`config.mk`:
```
export PLATFORM = sky130hd
export DESIGN_NAME = cache_mem_arbiter
export DESIGN_NICKNAME = d
export VERILOG_FILES = /design/src/rtl/cache_types_pkg.sv /design/src/rtl/rr_arbiter2.sv /design/src/rtl/cache_mem_arbiter.sv
export SDC_FILE = /design/constraint.sdc
export NUM_CORES = 1
export LEC_CHECK = 0
export CAP_MARGIN = 20
export CORE_AREA = 2 2 571 573
export DETAILED_ROUTE_END_ITERATION = 10
export DIE_AREA = 0 0 573 575
export PLACE_DENSITY = 0.3
export SYNTH_ARGS = -nofsm -noshare
export SYNTH_HDL_FRONTEND = slang
export SYNTH_HIERARCHICAL = 1
export SYNTH_SLANG_ARGS = --single-unit
```
`constraint.sdc`:
```
create_clock -name clk -period 5.8 [get_ports clk]
set_input_delay 0.58 -clock clk [delete_from_list [all_inputs] [get_ports clk]]
set_output_delay 0.58 -clock clk [all_outputs]
set_load 0.02 [all_outputs]
```
`src/rtl/cache_types_pkg.sv`:
```
// rtl/cache_types_pkg.sv - shared types and line width for the L1/pmem arbitration path
package cache_types_pkg;

    localparam int LINE_WIDTH = 256;

    typedef enum logic [1:0] {
        IDLE,
        SERVE_I,
        SERVE_D,
        DRAIN
    } arb_state_t;

    typedef enum logic {
        REQ_I,
        REQ_D
    } requester_t;

endpackage

```
`src/rtl/rr_arbiter2.sv`:
```
// rtl/rr_arbiter2.sv - two-input round-robin grant with a last_grant register
module rr_arbiter2
    import cache_types_pkg::*;
(
    input  logic       clk,
    input  logic       rst,
    input  logic       req_i,
    input  logic       req_d,
    input  logic       update_en,
    output requester_t grant,
    output logic       grant_valid
);

    requester_t last_grant;

    assign grant_valid = req_i | req_d;

    // On a conflict the side that did not win last time gets the line port.
    always_comb begin
        grant = REQ_I;
        if (req_i && req_d) begin
            grant = (last_grant == REQ_I) ? REQ_D : REQ_I;
        end else if (req_d) begin
            grant = REQ_D;
        end
    end

    always_ff @(posedge clk) begin
        if (rst) begin
            last_grant <= REQ_D;
        end else if (update_en && grant_valid) begin
            last_grant <= grant;
        end
    end

endmodule

```
`src/rtl/cache_mem_arbiter.sv`:
```
// rtl/cache_mem_arbiter.sv - shares the pmem line port between the L1 icache and dcache
module cache_mem_arbiter #(
    parameter int ADDR_WIDTH = 32,
    parameter int LINE_WIDTH = cache_types_pkg::LINE_WIDTH
) (
    input  logic                  clk,
    input  logic                  rst,
    input  logic                  i_read,
    input  logic [ADDR_WIDTH-1:0] i_addr,
    output logic [LINE_WIDTH-1:0] i_rdata,
    output logic                  i_resp,
    input  logic                  d_read,
    input  logic                  d_write,
    input  logic [ADDR_WIDTH-1:0] d_addr,
    input  logic [LINE_WIDTH-1:0] d_wdata,
    output logic [LINE_WIDTH-1:0] d_rdata,
    output logic                  d_resp,
    output logic                  pmem_read,
    output logic                  pmem_write,
    output logic [ADDR_WIDTH-1:0] pmem_addr,
    output logic [LINE_WIDTH-1:0] pmem_wdata,
    input  logic [LINE_WIDTH-1:0] pmem_rdata,
    input  logic                  pmem_resp,
    output logic [31:0]           i_grant_count,
    output logic [31:0]           d_grant_count,
    output logic [31:0]           conflict_count
);

    import cache_types_pkg::*;

    arb_state_t state;
    requester_t grant;
    logic       grant_valid;
    logic       d_req;

    assign d_req = d_read | d_write;

    rr_arbiter2 u_rr (
        .clk         (clk),
        .rst         (rst),
        .req_i       (i_read),
        .req_d       (d_req),
        .update_en   (state == IDLE),
        .grant       (grant),
        .grant_valid (grant_valid)
    );

    assign i_rdata = pmem_rdata;
    assign d_rdata = pmem_rdata;

    // Gated by rst so a response landing on the reset cycle is dropped.
    assign i_resp = !rst && (state == SERVE_I) && pmem_resp;
    assign d_resp = !rst && (state == SERVE_D) && pmem_resp;

    always_ff @(posedge clk) begin
        if (rst) begin
            state          <= IDLE;
            pmem_read      <= 1'b0;
            pmem_write     <= 1'b0;
            pmem_addr      <= '0;
            pmem_wdata     <= '0;
            i_grant_count  <= '0;
            d_grant_count  <= '0;
            conflict_count <= '0;
        end else begin
            case (state)
                IDLE: begin
                    if (grant_valid) begin
                        if (i_read && d_req) begin
                            conflict_count <= conflict_count + 32'd1;
                        end
                        if (grant == REQ_I) begin
                            state      <= SERVE_I;
                            pmem_read  <= 1'b1;
                            pmem_write <= 1'b0;
                            pmem_addr  <= i_addr;
                            pmem_wdata <= '0;
                        end else begin
                            // A write wins over a simultaneous (illegal) read.
                            state      <= SERVE_D;
                            pmem_read  <= !d_write;
                            pmem_write <= d_write;
                            pmem_addr  <= d_addr;
                            pmem_wdata <= d_wdata;
                        end
                    end
                end
                SERVE_I: begin
                    if (pmem_resp) begin
                        state         <= DRAIN;
                        pmem_read     <= 1'b0;
                        pmem_write    <= 1'b0;
                        i_grant_count <= i_grant_count + 32'd1;
                    end
                end
                SERVE_D: begin
                    if (pmem_resp) begin
                        state         <= DRAIN;
                        pmem_read     <= 1'b0;
                        pmem_write    <= 1'b0;
                        d_grant_count <= d_grant_count + 32'd1;
                    end
                end
                default: begin
                    state      <= IDLE;
                    pmem_read  <= 1'b0;
                    pmem_write <= 1'b0;
                end
            endcase
        end
    end

endmodule

```
# [After elaboration in Yosys (flattened, before gate mapping)]
# Cells that the tools add are included.
[word_totals] input_bits=582 register_bits=389
[classes] bitwise=2 n_eq_ne=4 add_sub_neg=3 n_mux=16 reduce_logical=15
[op_table] cell="$mux 256" n=1
[op_table] cell="$add 32x1->32 const B" n=3
[op_table] cell="$mux 32" n=1
[op_table] cell="$mux 1" n=8
[op_table] cell="$reduce_and 2->1" n=4
[op_table] cell="$logic_and 1x1->1" n=6
[op_table] cell="$mux 2" n=3
[op_table] cell="$pmux 1 s2" n=2
[op_table] cell="$pmux 2 s2" n=1
[op_table] cell="$reduce_and 3->1" n=1
[op_table] cell="$eq 2x1->1 const B" n=1
[op_table] cell="$eq 2x2->1 const B" n=1
[op_table] cell="$logic_not 1->1" n=2
[op_table] cell="$logic_not 2->1" n=1
[op_table] cell="$ne 2x1->1 const B" n=1
[op_table] cell="$ne 2x2->1 const B" n=1
[op_table] cell="$or 1x1->1" n=2
[op_table] cell="$reduce_or 2->1" n=1

# [Longest topological paths before layout]
# Gate-level depths: netlist (run 1).
[depth] ltp_word=6 mapped_depth=9 depth_no_buf=6

# [Cells and area by module]
# Netlist (run 1), hierarchy kept.
[modules_own_cells] mod="cache_mem_arbiter" seq_area_each_um2=7767.4 area_each_um2=18492.7 cells_each=2098 instances=1
[modules_own_cells] mod="rr_arbiter2" seq_area_each_um2=20.0 area_each_um2=56.3 cells_each=6 instances=1

# [Worst setup path after synthesis (run 1)]
# Ideal clock, no wire load.
[synth_timing] path_kind="input to register" from="input d_write" to="register pmem_wdata[207]" required_time_ns=5.735 setup_slack_ns=3.460 path_buffers=4 arrival_ns=2.275 stages=9 path_cell_list="or2_2 a21boi_0 clkbuf_1 and3_1 clkbuf_1 clkbuf_1 buf_1 a22oi_1 nor2_1"
[synth_via] elab_chain_cells=4
[synth_lines] item="start, declared" line_no="cache_mem_arbiter.sv:13" text="input logic d_write,"
[synth_lines] item="$or 1x1->1 *" line_no="cache_mem_arbiter.sv:36" text="assign d_req = d_read | d_write;"
[synth_lines] item="$mux 1 or $logic_and 1x1->1 (tied branches)" line_no="rr_arbiter2.sv:23, rr_arbiter2.sv:21"
[synth_lines] item="$mux 1 *" line_no="rr_arbiter2.sv:21" text="if (req_i && req_d) begin"
[synth_lines] item="net grant" line_no="cache_mem_arbiter.sv:32" text="requester_t grant;"
[synth_lines] item="$mux 256 *" line_no="cache_mem_arbiter.sv:72" text="if (grant == REQ_I) begin"
[synth_lines] item="end signal, assigned" line_no="cache_mem_arbiter.sv:84" text="pmem_wdata <= d_wdata;"
[synth_lines] item="end, declared" line_no="cache_mem_arbiter.sv:21" text="output logic [LINE_WIDTH-1:0] pmem_wdata,"
# Mark *: on every way through the listed nets, which the timed path passes. The rest lies on a longest branch.
# A chain may end at the register's enable or synchronous reset.

# [Worst setup path in the final report (run 1)]
[layout_timing] from="register state[1]" to="output i_resp"
[layout_via] elab_chain_cells=3
[layout_lines] item="start, declared" line_no="cache_mem_arbiter.sv:31" text="arb_state_t state;"
[layout_lines] item="start signal, assigned" line_no="cache_mem_arbiter.sv:57" text="state <= IDLE;"
[layout_lines] item="start signal, assigned" line_no="cache_mem_arbiter.sv:73" text="state <= SERVE_I;"
[layout_lines] item="start signal, assigned" line_no="cache_mem_arbiter.sv:80" text="state <= SERVE_D;"
[layout_lines] item="$eq 2x1->1" line_no="cache_mem_arbiter.sv:52" text="assign i_resp = !rst && (state == SERVE_I) && pmem_resp;"
[layout_lines] item="$logic_and 1x1->1 (2 in a row)" line_no="cache_mem_arbiter.sv:52"
[layout_lines] item="end, declared" line_no="cache_mem_arbiter.sv:11" text="output logic i_resp,"
# No other way between the ends.

==> flow_summary.toml, run 1 <==
[die]
std_cell_rows = 209
start_util_pct = 5.74
die_h_um = 575
design.core.area_um2 = 323000
die_w_um = 573
pin_count = 1482
die_area_um2 = 329000

[layout]
final_net_count = 2845
final_cells = 6634
drive_above_1_share_pct = 5.90
synthToLayoutAreaGrowth_pct = 56.3
utilization_pct = 8.97

[power]
p_comb_share_pct = 33.1
total_power_mw = 10.5
p_leak_nw = 8.65
power_switching_mw = 3.99
seq_power_share_pct = 31.9
p_int_mw = 6.51
power_density_nw_per_um2 = 362
p_clk_share_pct = 35.0
swShare_pct = 38.0
vdd_drop_max_v = 0.000223

[setup_path]
slowest_stage = "clkdlybuf4s50_1"
critPathTopFamily = "buffers and inverters"
criticalPathCategory = "register to output pin"
crit_path_start_kind = "register"
cp-end-kind = "output pin"
crit_chain = "inv_1 -> ha_1 -> nand2_1 -> nor2_1 -> clkdlybuf4s50_1"
r2r_slack_ps = 2750
crit_path_max_fanout = 6
crit_path_max_incr_delay_ps = 660
critical_path_buf_inv_count = 2
arrival_ps = 2770
required_ps = 5220

[synthesis]
yosys_register_bits = 389
synth_edf_count = 0
yosys_warnings = 6
synthFlopType = "dfxtp_1"
synthesis.area_um2 = 18500
ys_top_cells_by_count = "buf_4 (512), dfxtp_1 (389), nor2_1 (327)"
yosys-top-cells-area = "dfxtp_1 (42%), buf_4 (21%), a22oi_1 (10%)"
syn_avg_cell_area_um2 = 8.82
synth_most_common_cell = "buf_4"
synthArstFlopShare_pct = 0
synth_cell_types = 45
synth.net_count = 2693
synth-seq-area-share_pct = 42.0
synthCells = 2104
yosys.area.top_type = "dfxtp_1"
synth_top_area_share_pct = 42.0

[route]
vias = 16200
ant_nets = 0
via_per_inst = 2.44
drc = 0
finalWirelength_mm = 176
dr.pass1.iters = 5
wl_per_cell_um = 26.5
initialDrtViolationCount = 792

[clocking]
cts_tree = "yes"
clock_latency_ps = 720
clock_path_buffers = 3
hold_buffers = 0
postCtsSetupRepairBufs = 0
cts_resized = 0
htreeDepth = 2
clkSlewWorstSetupHoldPaths_ps = 60
numCtsBuffers = 56
cts_root_buf = "clkbuf_16"
numClockSinks = 389

[global_route]
grt_max_degree = 130
grt_pass1_wl_mm = 215
grt_usage_pct = 10.2
overflow = 0
grt_pass1_vias = 16600
antenna_found_initial = 21

[place]
numPlacedInstances = 6523
io_buffers = 713
routabilityCongestion = 0.798
hpwl_mm = 152

[timing]
fin_crit_sh_pct = 57.7
setup_violations = 0
finClkSkew_ps = 43.7
hold_viol_final = 0
worst_slew_pin_slew_ps = 945
period_needed_ps = 3350
maxSlewHeadroom_pct = 36.8
rsz0062_at_grt = "false"
whs_ps = 312
final_max_slew_viol_count = 0
fmax_ghz = 0.299
tns_ps = 0

[outcome]
status = "completed"

[run]
drv_cap = 0

[hold_path]
hold_path_class = "input pin to register"
[per-stage QoR]
| step | setup slack (ps) | cell area [um2] |
|---|---|---|
| after CTS | 2130 | 29000 |
| after floorplan | 3460 | 18500 |
| after global placement | 1960 | 27100 |
| after global routing | 2110 | 29000 |
| final | 2450 | 29000 |
| after detailed placement | 1930 | 27100 |
[worst paths after layout]
check        startpoint                  to  depth (start not counted)
max reg2reg    state[0]  conflict_count[14]                          6
min reg2reg   pmem_read           pmem_read                          2
max            state[1]              i_resp                          5
min                 rst       pmem_addr[15]                          2
[area by class of cell]
class | instances | area [um2]
Clock buffer | 86 | 1640
Clock inverter | 20 | 264
Multi-Input combinational cell | 1052 | 6360
Timing Repair Buffer | 742 | 7450
Antenna cell | 5 | 12.5
Fill cell | 37700 | 294000
Sequential cell | 389 | 7790
Inverter | 15 | 56.3
Tap cell | 4325 | 5410
[worst reg2reg max path, cell delays in order (launching register included)]
cell and delay [ps]:
dfxtp_1 340, inv_1 100, ha_1 510, o211a_1 470, nand2_1 630, nor4_1 510, mux2_2 380
[layout by cell type (no fill, tap or decap), types with 34 or more instances in the layout]
cell type        Yosys  layout
o31ai_1             41      41
nor2_1             327     327
or4_1               48      48
a21oi_1             67      67
mux2i_1             34      34
a22oi_1            256     256
dfxtp_1            389     389
clkdlybuf4s50_1      0     712
nand2_1             39      38
nand4_1             36      36
clkbuf_16            0      56
[sequential cells by signal, summed over array words and instances, names as in the netlist]
name / cells
pmem_write: 1
state: 2
d_grant_count: 32
i_grant_count: 32
pmem_read: 1
pmem_wdata: 256
pmem_addr: 32
u_rr/last_grant: 1
conflict_count: 32
[metal layers]
metal | track usage (%) | vias to the layer above | share of wire, %
li1 | - | 7162 | -
met1 | 7.63 | 7439 | 26
met2 | 18.1 | 1407 | 50
met3 | 10.0 | 198 | 21
met4 | 2.76 | 6 | 2.9
met5 | 0.301 | - | 0.085
[power groups by stage]
stage                     logic (mW)  clock network, mW  registers, mW
after global placement          3.61                  0           3.40
after detailed placement        3.59                  0           3.40
after global routing            3.78               3.95           3.40
final                           3.48               3.67           3.35
after floorplan                 1.63                  0           3.80
after CTS                       3.61               3.87           3.36
[cell families (layout without fill, tap and decap cells)]
kind of cell	count (synthesis)	count (layout)	share of synthesized area, %
mux	39	39	2.14
compound gates	424	424	16.1
xor+xnor	27	27	1.27
buf+inv	663	863	23.8
other cells	0	5	0
flops	389	389	42.0
simple gates	555	555	14.1
fa+ha+maj	7	7	0.472
Power figures use the tool's default switching activity.
==> inputs of run 2 (changes only) <==
--- a/config.mk
+++ b/config.mk
@@ -6,9 +6,9 @@
 export NUM_CORES = 1
 export LEC_CHECK = 0
 export CAP_MARGIN = 20
-export CORE_AREA = 2 2 571 573
+export CORE_AREA = 2 2 572 574
 export DETAILED_ROUTE_END_ITERATION = 10
-export DIE_AREA = 0 0 573 575
+export DIE_AREA = 0 0 574 576
 export PLACE_DENSITY = 0.3
 export SYNTH_ARGS = -nofsm -noshare
 export SYNTH_HDL_FRONTEND = slang
==> constraint.sdc (replaced) <==
create_clock -name clk -period 2.9 [get_ports clk]
set_input_delay 0.29 -clock clk [delete_from_list [all_inputs] [get_ports clk]]
set_output_delay 0.29 -clock clk [all_outputs]
set_load 0.02 [all_outputs]
==> flow_summary.toml, run 2 (synthesized netlist as in run 1, its figures left out) <==
[layout]
synthToLayoutAreaGrowth_pct = 58.2
drive_above_1_share_pct = 7.94
final_cell_mix = "clkdlybuf4s50_1 (699), dfxtp_1 (389), nor2_1 (327)"
top_register = "pmem_wdata"
final_common_cell = "clkdlybuf4s50_1"
largest_reg_flops = 256
final_net_count = 2892
fillCellCount = 38000

[setup_path]
r2r_slack_ps = 460
arrival_ps = 2330
crit_path_max_incr_delay_ps = 910
reg2reg_depth = 8
critPathTopFamily = "buffers and inverters"
required_ps = 2610
crit_path_start_kind = "register"
reg2reg_from = "state[1]"
rr_endpoint = "i_grant_count[27]"
cp-end-kind = "output pin"
crit_chain = "clkdlybuf4s50_1"
criticalPathCategory = "register to output pin"
crit_path_max_fanout = 8
critical_path_buf_inv_count = 1
slowest_stage = "clkdlybuf4s50_1"

[die]
design.core.area_um2 = 325000
die_area_um2 = 331000
pin_count = 1482
std_cell_rows = 210
die_w_um = 574
die_h_um = 576
start_util_pct = 5.70

[timing]
setup_violations = 0
hold_viol_final = 0
tns_ps = 0
fin_crit_sh_pct = 90.2
rsz0062_at_grt = "false"
maxSlewHeadroom_pct = 53.2
final_max_slew_viol_count = 0
finClkSkew_ps = 56.9
period_needed_ps = 2620
worst_slew_pin_slew_ps = 700
fmax_ghz = 0.382

[power]
power_density_nw_per_um2 = 712
vdd_drop_max_v = 0.000532
total_power_mw = 20.9
p_leak_nw = 8.87

[run]
drv_cap = 0

[clocking]
numClockSinks = 389
cts_root_buf = "clkbuf_16"
htreeDepth = 2
cts_tree = "yes"
clock_path_buffers = 3
numCtsBuffers = 57
clock_latency_ps = 770
clkSlewWorstSetupHoldPaths_ps = 60

[global_route]
grt_max_degree = 86
overflow = 0
grt_pass1_wl_mm = 211
grt_pass1_vias = 16800
grt_usage_pct = 10.0
antenna_found_initial = 43

[hold_path]
min_to = "pmem_wdata[236]"
hold_path_class = "input pin to register"
hp-start = "d_wdata[236]"
whs_path_depth = 3

[route]
drc = 0
ant_nets = 0
wl_per_cell_um = 25.8
finalWirelength_mm = 173
via_per_inst = 2.46
initialDrtViolationCount = 722
vias = 16500
dr.pass1.iters = 5

[place]
hpwl_mm = 150
routabilityCongestion = 0.761
io_buffers = 713

[outcome]
status = "completed"
run 2: power by group:
part	total, mW	leakage (nW)	internal [mW]	switching [mW]
registers	6.78	3.17	6.15	0.628
logic	6.92	4.82	2.81	4.11
clock network	7.20	0.885	4.04	3.16
run 2: cell type report:
type                            count  area (um2)  area share (%)
Timing Repair Buffer              788        7840            26.7
Sequential cell                   389        7790            26.5
Multi-Input combinational cell   1052        6360            21.7
Tap cell                         4346        5440            18.5
Clock buffer                       83        1630            5.54
Clock inverter                     16         200           0.682
Inverter                           15        56.3           0.192
Antenna cell                       12        30.0           0.102
run 2: how the worst max path moves through the flow:
stage                     cells after the start                 end                from  slack (ps)
after global placement                        7  conflict_count[13]              d_read         160
after floorplan                               6  conflict_count[30]  conflict_count[13]         750
after global routing                          6              i_resp            state[1]         100
after detailed placement                      7  conflict_count[15]              d_read         140
final                                         1   d_grant_count[25]   d_grant_count[25]         280
after CTS                                     6              i_resp            state[1]         150
run 2: what timing repair did:
item,in CTS,in global routing
endpoints found under the hold margin,18,0
setup buffers,0,0
gates resized for setup,1,0
hold buffers,1,0
setup endpoints to repair,1,0
run 2: per-stage QoR:
step / area [um2] / hold WS, ps / setup WS [ps] / utilization (%) / cells
global placement: 27500 / 473 / 159 / 8.45 / 6589
floorplan: 18500 / 400 / 746 / - / 2104
global route: 29300 / 98.2 / 96.1 / 9.01 / 6689
finish: 29300 / 178 / 284 / 9.02 / 6701
detailed placement: 27500 / 480 / 138 / 8.45 / 6589
CTS: 29300 / 50.7 / 153 / 9.01 / 6689
run 2: routing by layer:
metal	routed length (um)	track usage [%]	vias to the layer above
met1	45300	7.38	7543
met4	5900	3.09	8
met2	83800	17.5	1367
li1	-	-	7290
met5	41	0	-
met3	37700	10.2	251
